**config.mk**
```make
export PLATFORM = sky130hd
export DESIGN_NAME = gcd_job_sequencer
export DESIGN_NICKNAME = d
export VERILOG_FILES = /design/src/rtl/gcd_pkg.sv /design/src/rtl/gcd_op_fifo.sv /design/src/rtl/gcd_job_sequencer.sv
export SDC_FILE = /design/constraint.sdc
export NUM_CORES = 1
export LEC_CHECK = 0
export ABC_AREA = 1
export ABC_CLOCK_PERIOD_IN_PS = 5550
export CAP_MARGIN = 20
export CORE_MARGIN = 3
export CORE_UTILIZATION = 55
export DETAILED_ROUTE_END_ITERATION = 10
export PLACE_DENSITY = 0.81
export RECOVER_POWER = 50
export REMOVE_ABC_BUFFERS = 1
export SLEW_MARGIN = 20
export SYNTH_ARGS = -nofsm -noshare
export SYNTH_HDL_FRONTEND = slang
export SYNTH_SLANG_ARGS = --single-unit
```
**constraint.sdc**
```tcl
create_clock -name clk -period 5.55 [get_ports clk]
set_input_delay 0.555 -clock clk [delete_from_list [all_inputs] [get_ports clk]]
set_output_delay 0.555 -clock clk [all_outputs]
set_load 0.05 [all_outputs]
```
**src/rtl/gcd_pkg.sv**
```systemverilog
// Shared definitions for the gcd core and its job sequencer: the operand
// width the core is built for and the sequencer FSM state encoding.
package gcd_pkg;

   localparam int GCD_WIDTH = 16;

   typedef enum logic [1:0] {
      IDLE  = 2'd0,
      ISSUE = 2'd1,
      WAIT  = 2'd2,
      OUT   = 2'd3
   } gcd_state_e;

endpackage

```
**src/rtl/gcd_op_fifo.sv**
```systemverilog
// Operand-pair FIFO in front of the gcd core. Power-of-two depth; the
// pointers carry one extra bit so full and empty can be told apart when the
// index bits are equal.
module gcd_op_fifo
   import gcd_pkg::*;
#(
   parameter int WIDTH = GCD_WIDTH,
   parameter int DEPTH = 4
) (
   input  logic                 clk,
   input  logic                 rst,
   input  logic                 push,
   input  logic                 pop,
   input  logic [2*WIDTH-1:0]   wdata,
   output logic [2*WIDTH-1:0]   rdata,
   output logic                 full,
   output logic                 empty
);

   localparam int AW = $clog2(DEPTH);

   logic [2*WIDTH-1:0] mem [DEPTH];
   logic [AW:0]        wr_ptr;
   logic [AW:0]        rd_ptr;
   logic               do_push;
   logic               do_pop;

   assign do_push = push && !full;
   assign do_pop  = pop && !empty;

   assign empty = (wr_ptr == rd_ptr);
   assign full  = (wr_ptr[AW] != rd_ptr[AW]) && (wr_ptr[AW-1:0] == rd_ptr[AW-1:0]);
   assign rdata = mem[rd_ptr[AW-1:0]];

   // Advance the read and write pointers; both wrap naturally modulo 2*DEPTH.
   always_ff @(posedge clk or negedge rst) begin
      if (!rst) begin
         wr_ptr <= '0;
         rd_ptr <= '0;
      end else begin
         // NOTE: every clocked assignment is non-blocking so all registers
         // update together from values sampled before the edge.
         if (do_push) wr_ptr <= wr_ptr + (AW+1)'(1);
         if (do_pop)  rd_ptr <= rd_ptr + (AW+1)'(1);
      end
   end

   // Write the incoming operand pair into the slot at the write pointer.
   always_ff @(posedge clk) begin
      // NOTE: storage is deliberately left out of reset; the pointers alone
      // decide which entries are valid, so stale contents are never read.
      if (do_push) mem[wr_ptr[AW-1:0]] <= wdata;
   end

endmodule

```
**src/rtl/gcd_job_sequencer.sv**
```systemverilog
// Feeds operand pairs to the subtractive gcd core one job at a time and
// returns each result on a valid/ready stream. Zero operands are resolved
// here because the core would never terminate on them.
module gcd_job_sequencer
   import gcd_pkg::*;
#(
   parameter int WIDTH = GCD_WIDTH,
   parameter int DEPTH = 4,
   parameter int CNT_W = 16
) (
   input  logic             clk,
   input  logic             rst,
   input  logic             in_valid,
   output logic             in_ready,
   input  logic [WIDTH-1:0] in_a,
   input  logic [WIDTH-1:0] in_b,
   output logic [WIDTH-1:0] gcd_a,
   output logic [WIDTH-1:0] gcd_b,
   output logic             gcd_go,
   input  logic             gcd_done,
   input  logic [WIDTH-1:0] gcd_ans,
   output logic             out_valid,
   input  logic             out_ready,
   output logic [WIDTH-1:0] out_ans,
   output logic [WIDTH-1:0] out_a,
   output logic [WIDTH-1:0] out_b,
   output logic             out_err,
   output logic             busy,
   output logic [CNT_W-1:0] job_count
);

   gcd_state_e         state;
   logic               fifo_full;
   logic               fifo_empty;
   logic               fifo_push;
   logic               fifo_pop;
   logic [2*WIDTH-1:0] head;
   logic [WIDTH-1:0]   head_a;
   logic [WIDTH-1:0]   head_b;

   assign in_ready  = !fifo_full;
   assign fifo_push = in_valid && !fifo_full;
   assign fifo_pop  = (state == IDLE) && !fifo_empty;
   assign head_a    = head[2*WIDTH-1:WIDTH];
   assign head_b    = head[WIDTH-1:0];

   gcd_op_fifo #(
      .WIDTH (WIDTH),
      .DEPTH (DEPTH)
   ) u_fifo (
      .clk   (clk),
      .rst   (rst),
      .push  (fifo_push),
      .pop   (fifo_pop),
      .wdata ({in_a, in_b}),
      .rdata (head),
      .full  (fifo_full),
      .empty (fifo_empty)
   );

   // Go is a one-cycle pulse because ISSUE always lasts exactly one cycle.
   assign gcd_go    = (state == ISSUE);
   assign out_valid = (state == OUT);
   assign busy      = (state != IDLE) || !fifo_empty;

   // Job FSM: pop, zero bypass or core issue, wait for done, hold result.
   always_ff @(posedge clk or negedge rst) begin
      if (!rst) begin
         state     <= IDLE;
         gcd_a     <= '0;
         gcd_b     <= '0;
         out_ans   <= '0;
         out_a     <= '0;
         out_b     <= '0;
         out_err   <= 1'b0;
         job_count <= '0;
      end else begin
         case (state)
            IDLE: begin
               if (!fifo_empty) begin
                  gcd_a <= head_a;
                  gcd_b <= head_b;
                  if (head_a == '0 || head_b == '0) begin
                     // gcd(0,x) = x; gcd(0,0) is undefined and flagged.
                     out_a   <= head_a;
                     out_b   <= head_b;
                     out_ans <= head_a | head_b;
                     out_err <= (head_a == '0) && (head_b == '0);
                     state   <= OUT;
                  end else begin
                     state <= ISSUE;
                  end
               end
            end
            ISSUE: state <= WAIT;
            WAIT: begin
               if (gcd_done) begin
                  out_a   <= gcd_a;
                  out_b   <= gcd_b;
                  out_ans <= gcd_ans;
                  out_err <= 1'b0;
                  state   <= OUT;
               end
            end
            OUT: begin
               if (out_ready) begin
                  job_count <= job_count + CNT_W'(1);
                  state     <= IDLE;
               end
            end
            default: state <= IDLE;
         endcase
      end
   end

endmodule

```
# ---- After elaboration in Yosys (flattened, before gate mapping)
# Memories as Yosys holds them, arrays and structs flattened.
# Index checks and enable logic that the tools add are counted.
# Widths: inputs -> output; s select.
dict set report classes {
  eq_ne 10
  reduce_logical 19
  n_addsub 3
  mux 23
  bitwise 2
}
# op count
set ops {}
lappend ops {{$mux 16} 9}
lappend ops {{$pmux 16 s2} 3}
lappend ops {{$logic_not 16->1} 2}
lappend ops {{$add 16x1->16 const B} 1}
lappend ops {{$or 16x16->16} 1}
lappend ops {{$mux 2} 4}
lappend ops {{$pmux 2 s4} 1}
lappend ops {{$add 3x1->3 const B} 2}
lappend ops {{$logic_and 1x1->1} 6}
lappend ops {{$mux 1} 5}
lappend ops {{$eq 2x2->1 const B} 2}
lappend ops {{$ne 2x1->1 const B} 2}
lappend ops {{$ne 2x2->1 const B} 2}
lappend ops {{$reduce_and 2->1} 2}
lappend ops {{$reduce_and 4->1} 1}
lappend ops {{$reduce_bool 2->1} 2}
lappend ops {{$eq 3x3->1} 1}
lappend ops {{$reduce_and 3->1} 1}
lappend ops {{$eq 2x1->1 const B} 1}
lappend ops {{$eq 2x2->1} 1}
lappend ops {{$logic_not 1->1} 2}
lappend ops {{$logic_not 2->1} 1}
lappend ops {{$logic_or 1x1->1} 2}
lappend ops {{$pmux 1 s2} 1}
lappend ops {{2 further kinds} 2}
dict set report totals {
  mem_count 1
  out_inout_bits 101
  mem_bits_rw 128
  word_cells 68
  register_bits 105
}
# name words width rd rd_clocked_by_memory_dff wr line_no
set mem_list {}
lappend mem_list {u_fifo.mem 4 32 1 0 1 gcd_op_fifo.sv:22} ;# logic [2*WIDTH-1:0] mem [DEPTH];

# ---- Logic depth before layout (Yosys ltp)
dict set report logic_depth {
  word_depth 7
  mapped_depth 17
}

# ---- Cells and area by module
# Synthesis repeated with hierarchy kept, for this count alone.
dict set report unflattened {
  cells_unflattened 999
  area_unflattened_um2 9940.8
}
# module cells_per_inst n_inst area_each_um2
set by_module_without_submodules {}
lappend by_module_without_submodules {gcd_op_fifo 370 1 5171.2}
lappend by_module_without_submodules {gcd_job_sequencer 629 1 4769.6}

# ---- Worst setup path after synthesis
# No wires, ideal clock.
dict set report synth_timing {
  path_kind {flip-flop to flip-flop}
  from {reg u_fifo.rd_ptr[0]}
  to {mem u_fifo.mem[3][0] (netlist bit) (enable)}
  synth_period_minus_slack_ps 3423
  required_time_ps 5126
  stages_incl_launch_ff 7
  setup_ps 424
  slack_ps 2127
  path_buffers 2
  arrival_ps 2999
  path_cell_list {dfrtp_1 -> buf_4 -> buf_4 -> xnor2_1 -> nand3b_1 -> nand2_1 -> nor2_1}
}
dict set report synth_between {
  elab_chain_cells 7
}
# item line_no
set synth_lines {}
lappend synth_lines {{start, declared} gcd_op_fifo.sv:24} ;# logic [AW:0] rd_ptr;
lappend synth_lines {{start signal, assigned} gcd_op_fifo.sv:44} ;# if (do_pop) rd_ptr <= rd_ptr + (AW+1)'(1);
lappend synth_lines {{$eq 2x2->1 (*)} gcd_op_fifo.sv:32} ;# assign full = (wr_ptr[AW] != rd_ptr[AW]) && (wr_ptr[AW-1:0] == rd_ptr[AW-1:0]);
lappend synth_lines {{$logic_and 1x1->1 (*)} gcd_op_fifo.sv:32}
lappend synth_lines {{$logic_not 1->1 (*)} n/a}
lappend synth_lines {{net in_ready} gcd_job_sequencer.sv:14} ;# output logic in_ready,
lappend synth_lines {{$logic_and 1x1->1} gcd_job_sequencer.sv:42} ;# assign fifo_push = in_valid && !fifo_full;
lappend synth_lines {{$logic_and 1x1->1 (*)} gcd_op_fifo.sv:28} ;# assign do_push = push && !full;
lappend synth_lines {{$mux 1 (*)} gcd_op_fifo.sv:52} ;# if (do_push) mem[wr_ptr[AW-1:0]] <= wdata;
lappend synth_lines {{$mux 1 (implied by the code) (*)} gcd_op_fifo.sv:52}
lappend synth_lines {{end, declared} gcd_op_fifo.sv:22}
# The timed path passes the listed nets; every way through them passes the cells marked *.

# ---- Worst setup path after layout
dict set report layout_timing {
  from {reg u_fifo.rd_ptr[0]}
  to {reg out_b[13]}
}
dict set report layout_between {
  elab_chain_cells 5
  elab_cells_between_ends 11
  classes_between {3 x eq/ne; 3 x mux; 4 x reduce/logical; 1 x memory}
}
# item line_no
set layout_lines {}
lappend layout_lines {{$mem_v2 4x32} n/a}
lappend layout_lines {{$logic_not 16->1} gcd_job_sequencer.sv:83} ;# if (head_a == '0 || head_b == '0) begin
lappend layout_lines {{$logic_or 1x1->1} gcd_job_sequencer.sv:83}
lappend layout_lines {{$ne 2x1->1 (no line)} n/a}
lappend layout_lines {{$reduce_and 4->1 (no line)} n/a}
lappend layout_lines {{end signal, assigned} gcd_job_sequencer.sv:99} ;# out_b <= gcd_b;
lappend layout_lines {{end, declared} gcd_job_sequencer.sv:26} ;# output logic [WIDTH-1:0] out_b,
# Several ways; a longest one is shown, not always the timed one. The select of a mux whose other input is x is not followed.
# A chain may end at the register's enable or synchronous reset.

==> summary.md <==
| Metric | Value |
|---|---|
| Status | `complete, but fails checks` |
| Violated checks | `max-capacitance violations, max-slew violations` |
| CTS tree | `yes` |
| Max-slew headroom | `-1.36` |
| Hold_sp | `out_a[3]$_DFFE_PN0P_` |
| Post-synth top area cell | `edfxtp_1` |
| Clock tree buffer depth | `3` |
| Area of the multi-input gates | `between 3000 and 4000 um^2` |
| Reg2Reg Depth | `12` |
| IO Pins | `around 150` |
| Register area | `between 6000 and 7000 um^2` |
| Post-synth EDFFs | `128` |
| Worst-path clk slew | `about 0.06 ns` |
| Pre-Repair DR Iteration Count | `6` |
| Inserted Clock Buffers | `24` |
| Vias/cell | `5.58` |
| Synth cell count leaders | `nand2_1 (397), nand3_1 (170), edfxtp_1 (128), dfrtp_1 (105), o21ai_0 (33)` |
| Worst r2r dst | `out_b[13]$_DFFE_PN0P_` |
| Root Buffer | `clkbuf_16` |
| Share of cells above drive strength 1 | `0.0492` |
| Yosys warning count | `0` |
| Critical path capture point type | `flop` |
| Critical path's largest stage delay | `between 0.6 and 0.7 ns` |
| Number of remaining DRC errors | `0` |
| FP Rows | `48` |
| Hold Path Sink | `out_a[3]$_DFFE_PN0P_` |
| Routed length per instance | `between 15 and 20 um` |
| Crit-path slowest cell | `clkinv_2` |
| Top cells by area, synth | `edfxtp_1 (39%), dfrtp_1 (27%), nand2_1 (15%)` |
| Sequential fraction of the synthesis area | `0.655` |
| Layout Skew | `~0.017 ns` |
| Crit-path cells | `clkinv_2 > nand2_1 > nand3_1 > nand2_1 > nand4_1 > nor2_1 > nand2_1 > nand3_2 > buf_12 > nand2_2 > nand2_1 > nand2_1` |
| Setup TNS Final | `0 ns` |
| Post-Synthesis Cells | `a little under 1000` |
| Crit Path Max Fanout | `65` |
| Maxcap violations | `1` |
| Core ar. | `17400 um^2` |
| GR Util All Layers | `0.253` |
| Final wirelength | `between 20 and 30 mm` |
| Global-route wire length before repair | `39.6 mm` |
| Gr ovfl total | `0` |
| Max Fclk | `between 0.2 and 0.25 GHz` |
| Bufs and invs on worst path | `2` |
| DRT iter0 DRCs | `about 800` |
| Hpwl dp | `~16 mm` |
| Final period util | `0.728` |
| Die Width | `approximately 140 um` |
| Synthesized area | `between 9000 and 10000 um^2` |
| Worst setup SP type | `flop` |
| Clk sinks | `233` |
| Initial antenna violation count | `3` |
| Asr flop ratio synth | `0.451` |
| Most frequent cell after synthesis | `nand2_1` |
| Worst path most repeated cell | `nand2_1` |
| Vias in the first global route | `~7600` |
| Area delta synth->final | `24.8%` |
| Netlist cell types | `28` |
| Final Hold Viols | `0` |
| Final nets | `approximately 1200` |
| Worst EP arrival | `4.42 ns` |
| FF+latch count, synth | `around 230` |
| Placer congestion estimate | `between 0.8 and 0.9` |
| # Post-CTS Setup Buffers | `0` |
| Synth Flop Type | `edfxtp_1` |
| Crit path max-delay family | `simple AND/OR/NAND/NOR gates` |
| H-tree depth | `1` |
| Setup Viol. Count Final | `0` |
| Area of the die | `~20000 um^2` |
| Filler cells | `between 1000 and 1500` |
| Largest net degree at the start of global routing | `68` |
| R2R setup slack | `approximately 1.5 ns` |
| Via count | `7628` |
| Post-route ant nets | `0` |
| Hold depth | `2` |
| Clk_lat worst skew | `approximately 0.51 ns` |
| Die Ht | `approximately 140 um` |
| Initial Util | `0.567` |
| Final worst path period need | `slightly above 4 ns` |
| Min-Delay Path Class | `reg2reg` |
| Yosys top cell area share | `0.389` |
| RSZ-0062 raised after global routing | `false` |
| Resized cells post-CTS | `0` |
| Hold buffers post-CTS | `0` |
| Mean post-synth cell area | `~10 um^2` |
| Worst path required time | `just under 6 ns` |
| Max Slew Vio Count | `between 60 and 70` |
| Crit Path Class | `reg2reg` |
| Worst slew pin tran | `between 3 and 4 ns` |
| Number of buffers added on ports | `~150` |
| Reg-to-Reg Start | `u_fifo.rd_ptr[0]$_DFFE_PN0P_` |
[area by class of cell]
class                           instances  area share
Tap cell                              225      0.0228
Clock inverter                         13     0.00477
Sequential cell                       233       0.525
Inverter                               25     0.00771
Antenna cell                            3    0.000609
Clock buffer                           30      0.0523
Timing Repair Buffer                  164       0.136
Multi-Input combinational cell        674       0.250
[flip-flops by register name, summed over array words and instances, names as in the netlist]
| signal | count |
|---|---|
| u_fifo.wr_ptr | 3 |
| u_fifo.mem | 128 |
| out_a | 16 |
| out_ans | 16 |
| gcd_b | 16 |
| job_count | 16 |
| out_err | 1 |
| out_b | 16 |
| gcd_a | 16 |
| u_fifo.rd_ptr | 3 |
| state | 2 |
[how the worst max path moves through the flow]
| stage | from | to | slack, ns | depth (start not counted) |
|---|---|---|---|---|
| finish | u_fifo.rd_ptr[0]$_DFFE_PN0P_ | out_b[13]$_DFFE_PN0P_ | 1.51 | 12 |
| global route | rst | out_err$_DFFE_PN0P_ | 1.03 | 2 |
| global placement | u_fifo.rd_ptr[0]$_DFFE_PN0P_ | out_err$_DFFE_PN0P_ | 1.43 | 12 |
| CTS | u_fifo.rd_ptr[0]$_DFFE_PN0P_ | out_a[14]$_DFFE_PN0P_ | 1.09 | 11 |
| detailed placement | u_fifo.rd_ptr[0]$_DFFE_PN0P_ | out_ans[8]$_DFFE_PN0P_ | 1.27 | 12 |
| floorplan | state[0]$_DFFE_PN0P_ | out_a[0]$_DFFE_PN0P_ | 0.81 | 7 |
[metrics by stage]
stage                     setup WS [ns]  utilization  hold slack [ns]  area [um^2]  std cells
after floorplan                   0.807            -            0.259         9610        932
after detailed placement           1.27        0.664            0.461        11600       1318
after global placement             1.43        0.661            0.455        11500       1316
final                              1.51        0.708            0.469        12300       1367
after global routing               1.03        0.708            0.495        12300       1367
after CTS                          1.09        0.704            0.181        12300       1361
[logic make-up (layout without fill, tap and decap cells)]
| logic type | Yosys count | count (layout) | synth area share |
|---|---|---|---|
| compound gates | 40 | 40 | 0.0209 |
| xor+xnor | 22 | 22 | 0.0195 |
| fa+ha+maj | 11 | 11 | 0.0139 |
| buf+inv | 77 | 232 | 0.0367 |
| flops | 233 | 233 | 0.655 |
| mux | 1 | 1 | 0.00114 |
| other cells | 0 | 3 | 0 |
| simple gates | 600 | 600 | 0.253 |
[tightest hold or removal path: cells and delay by family, from the launching register on]
kind | cells | cell delay, ns
and+or+nand+nor | 2 | 0.10
DFF | 1 | 0.34
[layer usage]
| metal | up-vias | wire length, um | global-route usage |
|---|---|---|---|
| li1 | 3566 | - | - |
| met1 | 3610 | 9540 | 0.332 |
| met2 | 395 | 12800 | 0.429 |
| met3 | 57 | 2290 | 0.0417 |
| met4 | 0 | 641 | 0.0959 |
| met5 | - | 0 | 0 |
[cells in the final DEF (no fill, tap or decap), drive strengths merged]
cell type      netlist  final
dlygate4sd3          0     55
buf                 39     10
mux2                 1      1
nand2              398    398
diode                0      3
clkinvlp             0      1
xnor2                9      9
a21boi               1      1
a21oi                5      5
nor2                19     19
inv                 24     24
clkbuf              13     32
nor3                 5      5
o21ai               34     34
nand3b               2      2
xor2                13     13
nand3              171    171
nand4                4      4
clkinv               1     13
dfrtp              105    105
edfxtp             128    128
clkdlybuf4s50        0     97
and2                 1      1
ha                  11     11
Power is not shown: default switching activity piles up to over one toggle a cycle in this logic, so the estimate is an artifact.
